[src/rtl/rx78_keyboard.sv]
// RX-78 keyboard responder on I/O port F4: a PS/2 frame receiver feeds a scancode
// decoder that maintains the key matrix, and the CPU reads one strobed row per access.
module rx78_keyboard #(
  parameter int          ROWS    = 9,
  parameter logic [15:0] TIMEOUT = 16'd20000
) (
  input  logic       clk,
  input  logic       reset,
  input  logic       io_en,
  input  logic [7:0] io_addr,
  input  logic       io_wr_n,
  input  logic [7:0] io_din,
  output logic [7:0] io_dout,
  output logic       io_hit,
  input  logic       ps2_clk,
  input  logic       ps2_data
);

  typedef enum logic [1:0] {
    RX_IDLE,
    RX_DATA,
    RX_PARITY,
    RX_STOP
  } rx_state_e;

  typedef struct packed {
    logic       hit;
    logic [3:0] row;
    logic [2:0] col;
  } key_t;

  // ---------------------------------------------------------------------------
  // PS/2 synchronisers and falling-edge filter
  // ---------------------------------------------------------------------------
  logic [1:0] clk_sync_q, clk_sync_d;
  logic [1:0] dat_sync_q, dat_sync_d;
  logic [3:0] clk_hist_q, clk_hist_d;
  logic       ps2_fall;
  logic       ps2_dat;

  // NOTE: always_comb blocks assign every output first, so no path can infer a latch.
  always_comb begin
    clk_sync_d = {clk_sync_q[0], ps2_clk};
    dat_sync_d = {dat_sync_q[0], ps2_data};
    clk_hist_d = {clk_hist_q[2:0], clk_sync_q[1]};
  end

  // A glitch on the cable cannot fake an edge: four clean high samples must precede the low.
  assign ps2_fall = (clk_hist_q == 4'b1111) && !clk_sync_q[1];
  assign ps2_dat  = dat_sync_q[1];

  // NOTE: sequential state is updated only with non-blocking assignments.
  always_ff @(posedge clk or posedge reset) begin
    if (reset) begin
      clk_sync_q <= 2'b00;
      dat_sync_q <= 2'b00;
      clk_hist_q <= 4'b0000;
    end else begin
      clk_sync_q <= clk_sync_d;
      dat_sync_q <= dat_sync_d;
      clk_hist_q <= clk_hist_d;
    end
  end

  // ---------------------------------------------------------------------------
  // Frame receiver: start, 8 data bits LSB first, odd parity, stop
  // ---------------------------------------------------------------------------
  rx_state_e   rx_state_q;
  logic [2:0]  bit_cnt_q;
  logic [7:0]  shift_q;
  logic        parity_q;
  logic [15:0] tmo_q;
  logic        byte_valid_q;
  logic        rx_err_q;
  logic [7:0]  rx_byte_q;

  always_ff @(posedge clk or posedge reset) begin
    if (reset) begin
      rx_state_q   <= RX_IDLE;
      bit_cnt_q    <= 3'd0;
      shift_q      <= 8'h00;
      parity_q     <= 1'b0;
      tmo_q        <= 16'd0;
      byte_valid_q <= 1'b0;
      rx_err_q     <= 1'b0;
      rx_byte_q    <= 8'h00;
    end else begin
      byte_valid_q <= 1'b0;
      rx_err_q     <= 1'b0;
      if (ps2_fall) begin
        tmo_q <= 16'd0;
        case (rx_state_q)
          RX_IDLE: begin
            if (!ps2_dat) begin
              rx_state_q <= RX_DATA;
              bit_cnt_q  <= 3'd0;
            end else begin
              rx_err_q <= 1'b1;
            end
          end
          RX_DATA: begin
            shift_q   <= {ps2_dat, shift_q[7:1]};
            bit_cnt_q <= bit_cnt_q + 3'd1;
            if (bit_cnt_q == 3'd7) rx_state_q <= RX_PARITY;
          end
          RX_PARITY: begin
            parity_q   <= ps2_dat;
            rx_state_q <= RX_STOP;
          end
          RX_STOP: begin
            rx_state_q <= RX_IDLE;
            if (ps2_dat && (^{parity_q, shift_q})) begin
              byte_valid_q <= 1'b1;
              rx_byte_q    <= shift_q;
            end else begin
              rx_err_q <= 1'b1;
            end
          end
          default: rx_state_q <= RX_IDLE;
        endcase
      end else if (rx_state_q != RX_IDLE) begin
        if (tmo_q == TIMEOUT - 16'd1) begin
          rx_state_q <= RX_IDLE;
          tmo_q      <= 16'd0;
          rx_err_q   <= 1'b1;
        end else begin
          tmo_q <= tmo_q + 16'd1;
        end
      end
    end
  end

  // ---------------------------------------------------------------------------
  // Scancode (set 2) to RX-78 matrix position
  // ---------------------------------------------------------------------------
  function automatic key_t map_key(input logic ext, input logic [7:0] code);
    key_t k;
    k = '0;
    case ({ext, code})
      9'h045: k = '{1'b1, 4'd0, 3'd0};
      9'h016: k = '{1'b1, 4'd0, 3'd1};
      9'h01E: k = '{1'b1, 4'd0, 3'd2};
      9'h026: k = '{1'b1, 4'd0, 3'd3};
      9'h025: k = '{1'b1, 4'd0, 3'd4};
      9'h02E: k = '{1'b1, 4'd0, 3'd5};
      9'h036: k = '{1'b1, 4'd0, 3'd6};
      9'h03D: k = '{1'b1, 4'd0, 3'd7};
      9'h03E: k = '{1'b1, 4'd1, 3'd0};
      9'h046: k = '{1'b1, 4'd1, 3'd1};
      9'h04C: k = '{1'b1, 4'd1, 3'd2};
      9'h052: k = '{1'b1, 4'd1, 3'd3};
      9'h041: k = '{1'b1, 4'd1, 3'd4};
      9'h04E: k = '{1'b1, 4'd1, 3'd5};
      9'h049: k = '{1'b1, 4'd1, 3'd6};
      9'h04A: k = '{1'b1, 4'd1, 3'd7};
      9'h054: k = '{1'b1, 4'd2, 3'd0};
      9'h01C: k = '{1'b1, 4'd2, 3'd1};
      9'h032: k = '{1'b1, 4'd2, 3'd2};
      9'h021: k = '{1'b1, 4'd2, 3'd3};
      9'h023: k = '{1'b1, 4'd2, 3'd4};
      9'h024: k = '{1'b1, 4'd2, 3'd5};
      9'h02B: k = '{1'b1, 4'd2, 3'd6};
      9'h034: k = '{1'b1, 4'd2, 3'd7};
      9'h033: k = '{1'b1, 4'd3, 3'd0};
      9'h043: k = '{1'b1, 4'd3, 3'd1};
      9'h03B: k = '{1'b1, 4'd3, 3'd2};
      9'h042: k = '{1'b1, 4'd3, 3'd3};
      9'h04B: k = '{1'b1, 4'd3, 3'd4};
      9'h03A: k = '{1'b1, 4'd3, 3'd5};
      9'h031: k = '{1'b1, 4'd3, 3'd6};
      9'h044: k = '{1'b1, 4'd3, 3'd7};
      9'h04D: k = '{1'b1, 4'd4, 3'd0};
      9'h015: k = '{1'b1, 4'd4, 3'd1};
      9'h02D: k = '{1'b1, 4'd4, 3'd2};
      9'h01B: k = '{1'b1, 4'd4, 3'd3};
      9'h02C: k = '{1'b1, 4'd4, 3'd4};
      9'h03C: k = '{1'b1, 4'd4, 3'd5};
      9'h02A: k = '{1'b1, 4'd4, 3'd6};
      9'h01D: k = '{1'b1, 4'd4, 3'd7};
      9'h022: k = '{1'b1, 4'd5, 3'd0};
      9'h035: k = '{1'b1, 4'd5, 3'd1};
      9'h01A: k = '{1'b1, 4'd5, 3'd2};
      9'h05B: k = '{1'b1, 4'd5, 3'd3};
      9'h05D: k = '{1'b1, 4'd5, 3'd4};
      9'h055: k = '{1'b1, 4'd5, 3'd5};
      9'h00E: k = '{1'b1, 4'd5, 3'd6};
      9'h066: k = '{1'b1, 4'd5, 3'd7};
      9'h05A: k = '{1'b1, 4'd6, 3'd0};
      9'h16B: k = '{1'b1, 4'd6, 3'd1};
      9'h174: k = '{1'b1, 4'd6, 3'd2};
      9'h172: k = '{1'b1, 4'd6, 3'd3};
      9'h170: k = '{1'b1, 4'd6, 3'd4};
      9'h171: k = '{1'b1, 4'd6, 3'd5};
      9'h16C: k = '{1'b1, 4'd6, 3'd6};
      9'h00D: k = '{1'b1, 4'd6, 3'd7};
      9'h029: k = '{1'b1, 4'd7, 3'd0};
      9'h076: k = '{1'b1, 4'd7, 3'd1};
      9'h014: k = '{1'b1, 4'd7, 3'd2};
      9'h169: k = '{1'b1, 4'd7, 3'd3};
      9'h005: k = '{1'b1, 4'd7, 3'd4};
      9'h006: k = '{1'b1, 4'd7, 3'd5};
      9'h004: k = '{1'b1, 4'd7, 3'd6};
      9'h00C: k = '{1'b1, 4'd7, 3'd7};
      9'h012: k = '{1'b1, 4'd8, 3'd0};
      9'h175: k = '{1'b1, 4'd8, 3'd1};
      9'h059: k = '{1'b1, 4'd8, 3'd2};
      9'h058: k = '{1'b1, 4'd8, 3'd3};
      9'h011: k = '{1'b1, 4'd8, 3'd4};
      default: k = '0;
    endcase
    return k;
  endfunction

  // ---------------------------------------------------------------------------
  // Decoder: E0/F0 prefixes, then make/break into the matrix
  // ---------------------------------------------------------------------------
  logic                 ext_q, ext_d;
  logic                 brk_q, brk_d;
  logic [ROWS-1:0][7:0] matrix_q, matrix_d;
  key_t                 key;

  assign key = map_key(ext_q, rx_byte_q);

  always_comb begin
    ext_d    = ext_q;
    brk_d    = brk_q;
    matrix_d = matrix_q;
    if (rx_err_q) begin
      ext_d = 1'b0;
      brk_d = 1'b0;
    end else if (byte_valid_q) begin
      if (rx_byte_q == 8'hE0) begin
        ext_d = 1'b1;
      end else if (rx_byte_q == 8'hF0) begin
        brk_d = 1'b1;
      end else begin
        ext_d = 1'b0;
        brk_d = 1'b0;
        for (int r = 0; r < ROWS; r++) begin
          if (key.hit && key.row == 4'(r)) matrix_d[r][key.col] = !brk_q;
        end
      end
    end
  end

  // ---------------------------------------------------------------------------
  // CPU port F4
  // ---------------------------------------------------------------------------
  logic [3:0] strobe_q, strobe_d;
  logic [7:0] io_dout_q, io_dout_d;
  logic       io_hit_q, io_hit_d;
  logic       f4_sel;
  logic       unused_din;

  assign f4_sel     = io_en && (io_addr == 8'hF4);
  assign unused_din = &{1'b0, io_din[7:4]};

  // Reads see matrix_q, so a same-cycle key update lands only on the following read.
  always_comb begin
    strobe_d  = strobe_q;
    io_dout_d = 8'h00;
    io_hit_d  = 1'b0;
    if (f4_sel && !io_wr_n) strobe_d = io_din[3:0];
    if (f4_sel && io_wr_n) begin
      io_hit_d = 1'b1;
      for (int r = 0; r < ROWS; r++) begin
        if (strobe_q == 4'(r)) io_dout_d = matrix_q[r];
      end
    end
  end

  // NOTE: the key matrix is CPU-visible state, so it is flop-based and cleared by reset.
  always_ff @(posedge clk or posedge reset) begin
    if (reset) begin
      ext_q     <= 1'b0;
      brk_q     <= 1'b0;
      matrix_q  <= '0;
      strobe_q  <= 4'd0;
      io_dout_q <= 8'h00;
      io_hit_q  <= 1'b0;
    end else begin
      ext_q     <= ext_d;
      brk_q     <= brk_d;
      matrix_q  <= matrix_d;
      strobe_q  <= strobe_d;
      io_dout_q <= io_dout_d;
      io_hit_q  <= io_hit_d;
    end
  end

  assign io_dout = io_dout_q;
  assign io_hit  = io_hit_q;

endmodule

[config.mk]
export PLATFORM = sky130hd
export DESIGN_NAME = rx78_keyboard
export DESIGN_NICKNAME = d
export VERILOG_FILES = /design/src/rtl/rx78_keyboard.sv
export SDC_FILE = /design/constraint.sdc
export NUM_CORES = 1
export LEC_CHECK = 0
export ABC_AREA = 1
export CORE_ASPECT_RATIO = 1.1
export CORE_MARGIN = 2
export CORE_UTILIZATION = 45
export DETAILED_ROUTE_END_ITERATION = 10
export GPL_TIMING_DRIVEN = 0
export SYNTH_ARGS = -nofsm -noshare
export SYNTH_HDL_FRONTEND = slang
export SYNTH_SLANG_ARGS = --single-unit
[constraint.sdc]
create_clock -name clk -period 5.7 [get_ports clk]
set_input_delay 0.57 -clock clk [delete_from_list [all_inputs] [get_ports clk]]
set_output_delay 0.57 -clock clk [all_outputs]
set_load 0.1 [all_outputs]
# [Word-level counts from Yosys, hierarchy flattened]
# Index checks and enable logic that the tools add are counted.
[classes] n_addsub=2 n_mul=0 div_mod_pow=0 order_cmp=2 eq_ne=99 shifts=0 n_mux=51 bitwise_logic=3 reduce_logical=43
[op_table] op="$pmux W8 S69" n=1
[op_table] op="$eq A9 B6 Y1 const B" n=23
[op_table] op="$eq A9 B7 Y1 const B" n=22
[op_table] op="$eq A9 B5 Y1 const B" n=10
[op_table] op="$mux W8" n=10
[op_table] op="$bwmux W8" n=9
[op_table] op="$eq A9 B9 Y1 const B" n=8
[op_table] op="$mux W16" n=3
[op_table] op="$reduce_and A5 Y1" n=9
[op_table] op="$eq A4 B3 Y1 const B" n=8
[op_table] op="$eq A9 B3 Y1 const B" n=3
[op_table] op="$eq A9 B4 Y1 const B" n=3
[op_table] op="$eq A8 B8 Y1 const B" n=3
[op_table] op="$mux W1" n=18
[op_table] op="$add A16 B1 Y16 const B" n=1
[op_table] op="$eq A16 B15 Y1 const B" n=1
[op_table] op="$eq A4 B2 Y1 const B" n=4
[op_table] op="$logic_and A1 B1 Y1" n=15
[op_table] op="$eq A4 B4 Y1 const B" n=3
[op_table] op="$mux W2" n=5
[op_table] op="$reduce_bool A2 Y1" n=5
[op_table] op="$ne A3 B3 Y1 const B" n=3
[op_table] op="$reduce_xor A9 Y1" n=1
[op_table] op="$eq A4 B1 Y1 const B" n=2
[op_table] op="19 further kinds" n=30
[word_totals] reg_bits=135 latchBits=0 ramBits=0 romBits=0 in_bits=22 output_inout_bits=9 memories=0

# [Depth between registers and ports, before layout]
# Gate-level depths: netlist (run 1).
[logic_depth] ltp_word=11 mapped_depth=19 ltp_nobuf=17

# [Worst setup path after synthesis (run 1)]
# OpenSTA, ideal clock, no wires.
[synth_path] path_type="register -> register" startpoint="reg rx_byte_q[2]" endpoint="reg matrix_q[3] (netlist bit)" t_arrival_ns=1.914 t_required_ns=5.583 path_slack_ns=3.669 path_stages_with_launch=17 path_buffers=2 period_less_slack_ns=2.031 path_cell_list="dfrtp_1 -> buf_2 -> nand2_1 -> nor2_2 -> nand3_1 -> nand3_1 -> nor2_1 -> nand2_1 -> nor2_1 -> nand2_1 -> nor2_1 -> nand2_1 -> nor2_4 -> buf_4 -> nand2_1 -> nand2_1 -> nand2_1"
[synth_between] elab_chain_len=7 word_cells_on_any_way=83 cone_classes="2 x order compare; 71 x eq/ne; 4 x mux; 2 x bitwise; 4 x reduce/logical"
[synth_rtl] element="start: declaration" line_no="75" text="logic [7:0] rx_byte_q;"
[synth_rtl] element="start signal: assignment" line_no="114" text="rx_byte_q <= shift_q;"
[synth_rtl] element="$eq A9 B5 Y1 (tied with other cells)" line_no="139" text="case ({ext, code})"
[synth_rtl] element="$pmux W8 S69" line_no="139"
[synth_rtl] element="$lt A3 B4 Y1 (not written as such) / $ge A3 B1 Y1 (equally long branches)" line_no="240" text="if (key.hit && key.row == 4'(r)) matrix_d[r][key.col] = !brk_q;"
[synth_rtl] element="$logic_and A1 B1 Y1 (not written as such)" line_no="240"
[synth_rtl] element="$mux W1 (not written as such)" line_no="240"
[synth_rtl] element="$demux W1 S3" line_no="240"
[synth_rtl] element="$bwmux W8" line_no="240"
[synth_rtl] element="end signal: assignment" line_no="284" text="matrix_q <= matrix_d;"
[synth_rtl] element="end: declaration" line_no="219" text="logic [ROWS-1:0][7:0] matrix_q, matrix_d;"
# Several ways; a longest one is shown, not always the timed one.
# A chain may end at the register's enable or synchronous reset.

# [Final worst setup path (run 1)]
[layout_path] startpoint="reg strobe_q[3]" endpoint="reg io_dout_q[0] (netlist: io_dout[0])"
[layout_between] elab_chain_len=11 word_cells_on_any_way=19 cone_classes="8 x eq/ne; 10 x mux; 1 x reduce/logical"
[layout_rtl] element="start: declaration" line_no="249" text="logic [3:0] strobe_q, strobe_d;"
[layout_rtl] element="start signal: assignment" line_no="285" text="strobe_q <= strobe_d;"
[layout_rtl] element="$logic_not A4 Y1" line_no="267" text="if (strobe_q == 4'(r)) io_dout_d = matrix_q[r];"
[layout_rtl] element="$mux W8 (8 in series)" line_no="267"
[layout_rtl] element="$mux W8 (*)" line_no="267"
[layout_rtl] element="$mux W8 (*)" line_no="264" text="if (f4_sel && io_wr_n) begin"
[layout_rtl] element="net io_dout_d[0]" line_no="250" text="logic [7:0] io_dout_q, io_dout_d;"
[layout_rtl] element="end signal: assignment" line_no="286" text="io_dout_q <= io_dout_d;"
[layout_rtl] element="end: declaration" line_no="250"
# Mark *: on every way through the listed nets, which the timed path passes. The rest lies on a longest branch.

==> results by group, run 1 <==
Clock tree
  • CTS resizes: 0
  • CTS Sinks: 135
  • CTS tree: done
  • # hold bufs at CTS: 0
  • Setup bufs post-CTS: 0
  • Clock root cell: clkbuf_16
  • Clock-pin slew on the worst setup and hold paths: 0.06 ns
  • Clock Tree Buf Depth: 2
  • H-tree levels: 4
  • Clk_lat worst skew: 0.42 ns
  • CTS Buf Count: 17

Final layout
  • Finished Cell Area: 0.008907 mm²
  • Nets: 1186
  • Final std cells w/o fill: 1376
  • # fillers: 1694
  • Final Core Density: 0.5273
  • Layout cells sized above 1: 0.06592
  • Area delta synth->final: 15.46%
  • Most frequent cells in the layout: 381 x nand2_1, 141 x nor2_1, 135 x dfrtp_1
  • Diode count: 0
  • Most common cell after layout, fill and taps aside: nand2_1

GRT
  • Global-route usage over all layers: 0.2448
  • Largest net degree at the start of global routing: 85
  • Overflow after GRT: 0
  • First-pass GRT wire length: 34960 µm
  • Vias in the first global route: 6843
  • Initial antenna violation count: 0

Run status
  • Outcome: complete, no violations

STA
  • Minimum clock period: 2.849 ns
  • Final cycle utilization of the critical path: 0.4999
  • Fmax: 350.9 MHz
  • Least-Margin Pin Slew: 1.086 ns
  • Setup TNS: 0 ns
  • WHS: 0.3460 ns
  • Max-slew violations: 0
  • Clock Skews: 0.009404 ns
  • Final setup viols: 0
  • Max-slew headroom: 0.2701
  • RSZ-0062 raised after global routing: no
  • Hold Fails Final Rpt: 0

Power
  • P_leak: 0.004467 µW
  • Clock power share: 0.544
  • Maximum VDD drop: 0.2068 mV
  • Power Internal: 1764 µW
  • Net Switching: 458.6 µW
  • Pwr dens: 249.5 mW/mm²
  • Combinational group share of total power: 0.021
  • Sw frac: 0.2064
  • Reg power frac: 0.434

Worst hold path
  • Min-delay src: dat_sync_q[0]
  • Hold crit path type: flop to flop

Yosys
  • Post-synthesis net count: 1140
  • Synthesized area: 0.007715 mm²
  • Ys Warns: 0
  • Synth Area per Inst: 6.944 µm²
  • EDFF count, synth: 0
  • Seq/Total Area, Yosys: 0.4379
  • Main synth FF type: dfrtp_1
  • Synth async-reset ratio: 1.000
  • Post-synth cell types: 38
  • #FFs+latches synth: 135
  • Mapped Cells: 1111

Worst setup path
  • Slowest library cell on the worst path: nor3_1
  • CP most frequent cell: a21oi_1
  • Crit. End Element: flop
  • CP startpoint: strobe_q[3]
  • Crit path max-delay family: simple AND/OR/NAND/NOR gates
  • CP Max Fanout: 9
  • Worst path cell trace: nor2_1 -> inv_1 -> nor3_1 -> a21oi_1 -> nand2_1 -> a21oi_1 -> nand3_1 -> o21ai_0 -> a21oi_1
  • Delay of the slowest cell on the worst path: 0.86 ns
  • R2r startpoint: strobe_q[3]
  • Buf/Inv on CP: 1
  • Critical path class: flop to flop
  • Critical path arrival: 3.19 ns
  • WP data required: 6.04 ns
  • Crit start category: flop

Floorplanning
  • Initial Util: 0.4567
  • Number of placed I/O pins: 31
  • Die height: 141.3 µm
  • Die X: 128.8 µm
  • Core area: 0.01689 mm²
  • # rows: 50
  • Die area: 0.01821 mm²

Routing
  • First-pass DRT Iterations: 6
  • Via count: 7187
  • Vias per inst: 5.223
  • Number of routed nets with antenna violations: 0
  • Drc violations: 0
  • Final wirelength: 20990 µm
  • DR iter-0 viols: 513
  • DR WL/cell: 15.26 µm

Placed design
  • Final HPWL DP: 15510 µm
  • GPL Wtd Cong: 0.9799
  • Post-placement cell area: 0.008268 mm²
  • DP Cell Count: 1346
  • PortBufs: 26

Run
  • Max-Cap Viols: 0
-- through the flow --
stage | worst slack [ns] | power [µW]
CTS | 2.842 | 2240
global route | 2.556 | 2292
global placement | -0.4748 | 1028
detailed placement | 2.876 | 1031
floorplan | 1.519 | 1006
finish | 2.851 | 2222
-- area by class of cell --
cell class | instances | area, µm² | share of cell area
Clock inverter | 11 | 196.4 | 0.02205
Clock buffer | 19 | 442.9 | 0.04973
Tap cell | 208 | 260.3 | 0.02922
Inverter | 108 | 410.4 | 0.04607
Buffer | 22 | 103.9 | 0.01166
Sequential cell | 135 | 3378 | 0.3793
Timing Repair Buffer | 27 | 287.8 | 0.03231
Multi-Input combinational cell | 846 | 3827 | 0.4297
-- flip-flops by register name, indices dropped and copies added, names as in the netlist, 2 cells and up --
signal,cells
bit_cnt_q,3
io_dout,8
clk_sync_q,2
dat_sync_q,2
tmo_q,16
rx_state_q,2
rx_byte_q,8
clk_hist_q,4
strobe_q,4
matrix_q,72
shift_q,8
-- power by group through the flow --
stage | logic, µW | registers, µW | clock network, µW
after floorplan | 23.7 | 982 | 0
after global placement | 45.7 | 983 | 0
after detailed placement | 48.8 | 982 | 0
after CTS | 49.0 | 965 | 1230
after global routing | 54.1 | 965 | 1270
final | 47.2 | 965 | 1210
-- worst paths after layout --
kind / to / slack, ns / depth (start not counted)
worst max-delay path: io_dout[0] / 2.85 / 9
worst min-delay path: dat_sync_q[1] / 0.35 / 0
worst max register to register: io_dout[0] / 2.85 / 9
min in group asynchronous: io_dout[0] / 0.56 / 2
max in group asynchronous: matrix_q[12] / 4.37 / 3
worst min register to register: dat_sync_q[1] / 0.35 / 0
-- cell families (layout without fill, tap and decap cells) --
| family | count (synthesis) | in the layout | share of synthesized area |
|---|---|---|---|
| AND/OR/NAND/NOR | 669 | 669 | 0.3625 |
| AO/OA/AOI/OAI | 161 | 161 | 0.1117 |
| flip-flops | 135 | 135 | 0.4379 |
| buffers and inverters | 130 | 187 | 0.06601 |
| XOR/XNOR | 8 | 8 | 0.009081 |
| adder cells (fa/ha/maj) | 7 | 7 | 0.01135 |
| multiplexers | 1 | 1 | 0.001460 |
-- synthesized netlist by cell type (3+ instances only) --
| cell | number | share of area |
|---|---|---|
| o21a_1 | 3 | 0.0029 |
| buf_2 | 5 | 0.0032 |
| clkbuf_1 | 13 | 0.0063 |
| nor2_2 | 10 | 0.0081 |
| o21ai_1 | 49 | 0.032 |
| inv_1 | 93 | 0.045 |
| nor2_1 | 141 | 0.069 |
| xnor2_1 | 4 | 0.0045 |
| o21ai_0 | 56 | 0.036 |
| ha_1 | 7 | 0.011 |
| nor4_1 | 3 | 0.0024 |
| nand2_1 | 381 | 0.19 |
| o211ai_1 | 6 | 0.0058 |
| nor3_1 | 14 | 0.0091 |
| nand3_1 | 90 | 0.058 |
| dfrtp_1 | 135 | 0.44 |
| buf_4 | 4 | 0.0039 |
| nand3_2 | 3 | 0.0039 |
| xor2_1 | 4 | 0.0045 |
| inv_2 | 13 | 0.0063 |
| nand4_1 | 14 | 0.011 |
| a21oi_1 | 36 | 0.023 |
| nor2_4 | 6 | 0.0088 |
-- worst register-to-register path: stages, from the launching register on --
cell,delay [ns]
dfrtp_1,0.42
nor2_1,0.64
inv_1,0.12
nor3_1,0.86
a21oi_1,0.21
nand2_1,0.12
a21oi_1,0.06
nand3_1,0.09
o21ai_0,0.11
a21oi_1,0.14
-- metal layers --
metal	GRT usage	share of wire	up-vias
met5	0	0	-
li1	-	-	3680
met2	0.4127	0.49	161
met4	0.07151	0.026	0
met1	0.3201	0.45	3301
met3	0.04864	0.038	45
Power figures use the tool's default switching activity.
==> run 2: changes to the inputs <==
==> constraint.sdc (replaced) <==
create_clock -name clk -period 2.34 [get_ports clk]
set_input_delay 0.234 -clock clk [delete_from_list [all_inputs] [get_ports clk]]
set_output_delay 0.234 -clock clk [all_outputs]
set_load 0.1 [all_outputs]
==> run 2 against run 1 <==
Effect of this change:
- the run now ends with negative setup slack left
- count of clock-buffer cells in the layout decreased by 1
- setup slack got worse by 2.9 ns
- maximum frequency rose by 19%
- register-to-register slack worse by 2.9 ns
- via count is 5.1% higher
- critical path depth is 7 higher
- first-iteration DRC count is 22% higher
- die area stayed put
- utilization grew 6.8 points
- clock skew up 0.0019 ns
- sequential power up 140%
- hold slack lost 0.19 ns
- critical endpoint is now matrix_q[44]
- largest power group unchanged
- highest routed layer unchanged
==> results by group, run 2 (synthesized netlist as in run 1, its figures left out) <==
GRT
  • Overflow after GRT: 0
  • First-pass GRT wire length: 35320 µm
  • Largest net degree at the start of global routing: 42
  • Vias in the first global route: 7016
  • Initial antenna violation count: 0
  • Global-route usage over all layers: 0.2489

Clock tree
  • Clk_lat worst skew: 0.43 ns
  • Clock-pin slew on the worst setup and hold paths: 0.06 ns
  • CTS tree: done
  • H-tree levels: 4
  • CTS Buf Count: 17
  • CTS Sinks: 135
  • Clock root cell: clkbuf_16
  • Clock Tree Buf Depth: 2
  • # hold bufs at CTS: 0

Worst setup path
  • Crit. End Element: flop
  • Critical path class: flop to flop
  • Critical path arrival: 2.68 ns
  • WP data required: 2.63 ns
  • Worst-case reg-to-reg path depth: 16
  • CP Max Fanout: 7
  • R2r startpoint: rx_byte_q[5]
  • Crit start category: flop
  • FF-to-FF setup slack: -0.05 ns
  • Reg2reg end: matrix_q[44]

Final layout
  • Largest Register: matrix_q
  • Area delta synth->final: 30.25%
  • Nets: 1229
  • # fillers: 1541
  • Layout cells sized above 1: 0.2153
  • Final Core Density: 0.5949
  • Biggest regs: matrix_q: 72 flops, tmo_q: 16 flops
  • FF/Latch Area: 0.003386 mm²
  • Most common cell after layout, fill and taps aside: nand2_1
  • Diode count: 0
  • Most frequent cells in the layout: 330 x nand2_1, 129 x dfrtp_1, 90 x inv_1
  • Largest register FFs: 72
  • Multi-input logic area: 0.004493 mm²

Routing
  • Final wirelength: 22970 µm
  • DR WL/cell: 16.17 µm
  • Via count: 7555
  • Vias per inst: 5.320
  • Drc violations: 0
  • DR iter-0 viols: 625
  • Number of routed nets with antenna violations: 0
  • First-pass DRT Iterations: 6

Worst hold path
  • Hold crit path type: input pin to asynchronous set/reset pin

STA
  • Setup TNS: -0.5603 ns
  • Final cycle utilization of the critical path: 1.022
  • Fmax: 418.2 MHz
  • WHS: 0.1540 ns
  • Max-slew violations: 0
  • RSZ-0062 raised after global routing: yes
  • Final setup viols: 20
  • Hold Fails Final Rpt: 0
  • Clock Skews: 0.01135 ns
  • PnR worst setup slack: -0.05093 ns
  • Least-Margin Pin Slew: 0.9656 ns
  • Max-slew headroom: 0.3543
  • Minimum clock period: 2.391 ns

Floorplanning
  • Initial Util: 0.4567
  • Die X: 128.8 µm
  • Number of placed I/O pins: 31
  • Core area: 0.01689 mm²
  • Die area: 0.01821 mm²
  • # rows: 50
  • Die height: 141.3 µm

Run status
  • Outcome: finished with violations
  • Failing checks: negative setup slack

Power
  • Maximum VDD drop: 0.5435 mV
  • Total power: 5159 µW
  • P_leak: 0.004904 µW
  • Pwr dens: 513.4 mW/mm²

Placed design
  • GPL Wtd Cong: 0.9279
  • PortBufs: 26
  • Final HPWL DP: 15880 µm

Run
  • Max-Cap Viols: 0
-- run 2: cell count changes in the layout (fill, tap and decap cells not counted), moves of 6 or more --
| cell | change |
|---|---|
| dfrtp_1 | -6 |
| nand3_2 | +10 |
| buf_4 | +20 |
| nand2_1 | -51 |
| buf_12 | +10 |
| nor2_2 | +27 |
| nand3_1 | -14 |
| nand2_2 | +38 |
| nor2_1 | -59 |
| dfrtp_2 | +6 |
| buf_6 | +18 |
| nor2_4 | +32 |
| nand2_4 | +11 |
-- run 2: per-stage QoR --
stage               cell area, µm²  instances  setup WS (ns)
floorplan                     7719       1111         0.3093
global placement              8239       1345        -0.8922
detailed placement            8319       1349        -0.4972
CTS                           9325       1391       -0.02247
global route                 10050       1420        -0.1445
finish                       10050       1420       -0.05093
-- run 2: cell type report --
cell class	instances	area share
timing repair buffer	70	0.07496
inverter	108	0.04296
tap	208	0.02590
sequential	135	0.3369
clock inverter	13	0.01482
multi-input combinational	846	0.4471
buffer	22	0.01457
clock buffer	18	0.04271
-- run 2: worst max-delay path: stages, from the launching register on --
cell and delay (ns):
dfrtp_2 0.47, inv_2 0.09, nor2_2 0.16, nand2_2 0.10
nor2_4 0.25, nand2_2 0.14, nand2_1 0.09, nor2_1 0.04
nand2_1 0.10, nor2_4 0.06, nand2_2 0.13, nand2_2 0.12
nor2_4 0.16, buf_6 0.15, nand2_1 0.07, nand2_1 0.07
o21ai_1 0.05
-- run 2: worst max path at each step --
| stage | startpoint | slack (ns) | endpoint |
|---|---|---|---|
| 2_1_floorplan | rx_byte_q[2] | 0.31 | matrix_q[3] |
| 3_3_place_gp | reset | -0.89 | shift_q[1] |
| 3_5_place_dp | strobe_q[3] | -0.50 | io_dout[4] |
| 4_1_cts | rx_byte_q[2] | -0.02 | matrix_q[23] |
| 5_1_grt | rx_byte_q[3] | -0.14 | matrix_q[57] |
| 6_report | rx_byte_q[5] | -0.05 | matrix_q[44] |
-- run 2: routing by layer --
metal | share of wire | vias to the layer above | GRT usage
met3 | 0.041 | 67 | 0.04072
met5 | 0 | - | 0
li1 | - | 3778 | -
met4 | 0.035 | 0 | 0.1127
met2 | 0.50 | 231 | 0.4197
met1 | 0.42 | 3479 | 0.3137
-- run 2: what timing repair did --
action                                  4_1_cts  5_1_grt
endpoints found under the setup margin       78       74
pin swaps                                    12       29
cloned                                        0        5
setup buffers                                11       24
resized for setup                            95      146
-- run 2: power by group --
group          switching (µW)  internal (µW)  leakage (µW)  total [µW]
registers                7.03           2340       0.00184        2350
logic                    78.6           47.7       0.00278         126
clock network            1110           1580      0.000279        2680
total                    1190           3970       0.00490        5160
